--- src/rtl/dm_port_arbiter.sv ---
// rtl/dm_port_arbiter.sv - single DM port shared between the core data path and one host requester
// Optional feature macro: DM_ARB_STARVE_GUARD_EN (starvation counter with forced host grant).
module dm_port_arbiter #(
  parameter int DMA_SIZE     = 16,
  parameter int DMD_SIZE     = 16,
  parameter int STARVE_LIMIT = 4
) (
  input  logic                clk,
  input  logic                reset,
  input  logic                core_req,
  input  logic                core_wrb,
  input  logic [DMA_SIZE-1:0] core_add,
  input  logic [DMD_SIZE-1:0] core_wdt,
  output logic [DMD_SIZE-1:0] core_rdt,
  output logic                core_stall,
  input  logic                host_req,
  input  logic                host_wrb,
  input  logic [DMA_SIZE-1:0] host_add,
  input  logic [DMD_SIZE-1:0] host_wdt,
  output logic                host_gnt,
  output logic [DMD_SIZE-1:0] host_rdt,
  output logic                host_rvalid,
  output logic                mem_cslt,
  output logic                mem_wrb,
  output logic [DMA_SIZE-1:0] mem_add,
  output logic [DMD_SIZE-1:0] mem_wdt,
  input  logic [DMD_SIZE-1:0] mem_rdt
);

  // An out-of-range limit cannot be represented by the 4-bit counter; refuse to elaborate.
  if (STARVE_LIMIT < 1 || STARVE_LIMIT > 15) begin : g_bad_starve_limit
    dm_port_arbiter_illegal_starve_limit u_bad ();
  end

  typedef enum logic [1:0] {
    OWN_NONE = 2'd0,
    OWN_CORE = 2'd1,
    OWN_HOST = 2'd2
  } own_t;

  own_t                rd_own;
  own_t                rd_own_nxt;
  logic                gnt_core;
  logic                gnt_host;
  logic                force_host;
  logic [DMD_SIZE-1:0] core_rdt_q;
  logic [DMD_SIZE-1:0] host_rdt_q;

`ifdef DM_ARB_STARVE_GUARD_EN
  localparam logic [3:0] LIMIT = 4'(STARVE_LIMIT);

  logic [3:0] starve_cnt;

  // Count consecutive denied host cycles, saturating at the limit.
  always_ff @(posedge clk) begin
    if (reset) begin
      starve_cnt <= 4'd0;
    end else if (gnt_host || !host_req) begin
      starve_cnt <= 4'd0;
    end else if (starve_cnt != LIMIT) begin
      starve_cnt <= starve_cnt + 4'd1;
    end
  end

  assign force_host = (starve_cnt == LIMIT) && host_req;
  assign core_stall = core_req && !gnt_core && !reset;
`else
  // Strict core-first: the core is never refused, the host only fills idle cycles.
  assign force_host = 1'b0;
  assign core_stall = 1'b0;
`endif

  // Pick at most one requester per cycle; nothing is granted while in reset.
  always_comb begin
    gnt_core = 1'b0;
    gnt_host = 1'b0;
    if (!reset) begin
      if (force_host) begin
        gnt_host = 1'b1;
      end else if (core_req) begin
        gnt_core = 1'b1;
      end else if (host_req) begin
        gnt_host = 1'b1;
      end
    end
  end

  // Steer the granted requester onto the DM port; park it quietly when idle.
  always_comb begin
    mem_cslt = 1'b0;
    mem_wrb  = 1'b1;
    mem_add  = '0;
    mem_wdt  = '0;
    if (gnt_core) begin
      mem_cslt = 1'b1;
      mem_wrb  = core_wrb;
      mem_add  = core_add;
      mem_wdt  = core_wdt;
    end else if (gnt_host) begin
      mem_cslt = 1'b1;
      mem_wrb  = host_wrb;
      mem_add  = host_add;
      mem_wdt  = host_wdt;
    end
  end

  assign host_gnt = gnt_host;

  // Read-return owner register: remembers who issued the read now returning data.
  always_ff @(posedge clk) begin
    if (reset) begin
      rd_own <= OWN_NONE;
    end else begin
      rd_own <= rd_own_nxt;
    end
  end

  // Next owner follows this cycle's grant; writes and idle cycles leave nothing in flight.
  always_comb begin
    rd_own_nxt = OWN_NONE;
    if (gnt_core && core_wrb) begin
      rd_own_nxt = OWN_CORE;
    end else if (gnt_host && host_wrb) begin
      rd_own_nxt = OWN_HOST;
    end
  end

  // Capture returning read data for its owner; each side holds its last word.
  always_ff @(posedge clk) begin
    if (reset) begin
      core_rdt_q <= '0;
      host_rdt_q <= '0;
    end else begin
      if (rd_own == OWN_CORE) begin
        core_rdt_q <= mem_rdt;
      end
      if (rd_own == OWN_HOST) begin
        host_rdt_q <= mem_rdt;
      end
    end
  end

  assign core_rdt    = core_rdt_q;
  assign host_rvalid = (rd_own == OWN_HOST) && !reset;
  // The host sees its data in the return cycle itself, then the held copy.
  assign host_rdt    = host_rvalid ? mem_rdt : host_rdt_q;

endmodule

--- config.mk ---
export PLATFORM = sky130hd
export DESIGN_NAME = dm_port_arbiter
export DESIGN_NICKNAME = d
export VERILOG_FILES = /design/src/rtl/dm_port_arbiter.sv
export SDC_FILE = /design/constraint.sdc
export NUM_CORES = 1
export LEC_CHECK = 0
export ABC_AREA = 1
export CAP_MARGIN = 20
export CORE_MARGIN = 2
export CORE_UTILIZATION = 31
export DETAILED_ROUTE_END_ITERATION = 6
export PLACE_DENSITY = 0.78
export SLEW_MARGIN = 15
export SYNTH_ARGS = -nofsm -noshare
export SYNTH_HDL_FRONTEND = slang
export SYNTH_SLANG_ARGS = --single-unit
export TNS_END_PERCENT = 30
--- constraint.sdc ---
create_clock -name clk -period 1.22 [get_ports clk]
set_input_delay 0.244 -clock clk [delete_from_list [all_inputs] [get_ports clk]]
set_output_delay 0.244 -clock clk [all_outputs]
set_load 0.01 [all_outputs]
==> qor.txt <==
Status: finished with violations
Failing checks: setup timing
N_diodes: 0
DR WL/cell: 14.0 µm
Layout cells sized above 1: 32.0%
ANT nets after route: 0
TritonCTS clock tree: built
Htree depth: 2
Static leakage: 0.00225 µW
Final HPWL DP: 5910 µm
Slew Limit Fails: 0
Crit end category: output port
Num CTS Buffers: 5
Drt drc: 0
Sw frac: 28.9%
Minimum clock period: 1.55 ns
Cell family with most CP delay: buffers and inverters
Syn avg cell area: 6.03 µm²
Die outline height: 85.2 µm
Clock power share: 28.9%
Cell taking the most area after synthesis: dfxtp_1
PD cells: 716 mW/mm²
Endpoints failing setup: 30
Worst Setup Slack, final: -0.328 ns
Clock Pin Slew Worst Setup and Hold Paths: 0.07 ns
RSZ-0062 raised after global routing: yes
Antenna violations before repair: 0
Post-route clock skew: 0.00383 ns
Post-synth top flop: dfxtp_1
Reg power frac: 38.9%
Post-synthesis cell area: 0.00205 mm²
Routability Congestion: 0.788
Most numerous cell in the Yosys netlist: nand2_1
Buf/Inv on CP: 3
Most used cell, CP: buf_6
Std cell rows: 29
Period utilization: 127%
Post-synth EDFFs: 0
Comb pwr share: 32.2%
Largest net degree at the start of global routing: 27
Fmax: 0.646 GHz
CP peak stage delay: 0.37 ns
CP Class: reg2out
Total gr overflow: 0
Pint: 2140 µW
Syn Inst Count: 339
Die W: 85.2 µm
Worst Hold Class: in2reg
Synth area leaders: dfxtp_1 (33%), nand2_1 (25%), nand3_1 (11%)
DP Worst Slack: -0.833 ns
Initial DRC Count: 181
Post-Route WL: 8530 µm
Synth-to-Final Area Change: 106%
CTS max path bufs: 2
Critical Path Slowest Stage Cell: dfxtp_4
Io pins: 155
Synth top area share: 33.3%
Synth Warn #: 0
Largest fanout on the critical path: 4
Clock Latency Late Sink: 0.29 ns
Final Hold Violating Endpoints: 0
Crit-path cells: buf_4 > nand3_4 > buf_6 > nand2_1 > nand2_4 > buf_6
1st-pass router iterations: 4
Port-buffer cells: 153
Vias in the first global route: 2894
P_sw: 869 µW
Vias: 3031
Setup crit start kind: flop
Cell variety after synth: 17
Sequential share of the synthesized area: 33.3%
Final Power: 3010 µW
Global-route wire length before repair: 12700 µm
Max-cap violation count: 0
Final net count: 619
Flops & latches, synth: 34
Initial core utilization: 32.2%
CP required: 0.98 ns
Total negative slack: -5.50 ns
Ys async rst share: 0%
Synth cell count leaders: nand2_1 (134), nand3_1 (47), dfxtp_1 (34)
CTS Sinks: 34
Core Footprint: 0.00635 mm²
Hold_buf cts: 0
Clk root buf: clkbuf_8
GRT Overall Usage: 21.4%
Vias per inst: 4.96
IR drop worst, VDD: 0.00103 V
Post-synth net total: 425
WP data arrival: 1.30 ns
Area of the die: 0.00727 mm²
## cell type report
cell class | instances | area (µm²)
Clock buffer | 7 | 86.3
Timing Repair Buffer | 214 | 1940
Tap cell | 77 | 96.3
Clock inverter | 1 | 5.00
Fill cell | 534 | 2150
Sequential cell | 34 | 688
Inverter | 24 | 103
Multi-Input combinational cell | 254 | 1290
## timing repair
item,4_1_cts,5_1_grt
gates cloned,5,0
endpoints found under the setup margin,77,67
gates resized for setup,294,43
buffers inserted,13,3
pin swaps,29,13
## tightest hold or removal path: stages
cell and delay (ns):
buf_6 0.08, buf_4 0.10, nor3_1 0.05
## per-stage QoR
stage	area, µm²	utilization [%]	std cells	hold slack (ns)
finish	4200	66.2	611	0.219
global route	4200	66.2	611	0.215
CTS	4050	63.7	608	0.215
detailed placement	3870	60.9	582	0.462
global placement	3870	60.9	582	0.455
floorplan	2050	-	339	0.315
## path summary, 6_finish.rpt
kind	start	depth (start not counted)	to	slack (ns)
worst max-delay path	rd_own[1]	6	host_rdt[7]	-0.33
worst min-delay path	core_req	3	rd_own[1]	0.22
worst max register to register	rd_own[1]	10	host_rdt_q[10]	-0.30
worst min register to register	host_rdt_q[3]	2	host_rdt_q[3]	0.47
## routing by layer
layer	vias up	part of all wire [%]	wire length, µm	GRT usage [%]
met5	-	0	0	0
met4	0	2.5	215	8.37
met3	20	7.4	634	5.25
met2	145	52	4400	38.6
met1	1387	39	3290	24.1
li1	1479	-	-	-
## state kept, by name, summed over array words and instances, names as in the netlist
name / count
host_rdt_q: 16
core_rdt: 16
rd_own: 2
## cells in the final DEF (no fill, tap or decap), types with 2 or more instances in the layout
cell	Yosys	routed
buf_6	2	28
inv_1	22	19
dfxtp_4	0	2
nand2_2	0	22
inv_4	0	3
dlygate4sd2_1	0	27
nand2_1	134	111
nand3_1	47	35
dfxtp_1	34	32
dlymetal6s2s_1	0	3
nor2_4	2	3
buf_12	0	3
nand3_2	3	11
nand3_4	0	4
clkdlybuf4s50_1	0	68
nand4_1	32	32
nor2_1	33	33
buf_2	14	39
buf_4	3	42
buf_16	0	3
clkbuf_8	0	6
## power groups by stage
stage	Sequential, µW	Combinational (µW)	Clock (µW)
final	1170	969	871
after global routing	1180	1040	918
after CTS	1170	930	885
after detailed placement	1200	938	0
after global placement	1200	929	0
after floorplan	1210	312	0
## kinds of logic after synthesis
family	synth area share (%)
other	0.183
buffers and inverters	11.5
AND/OR/NAND/NOR	55.0
flip-flops	33.3
Power figures use the tool's default switching activity.
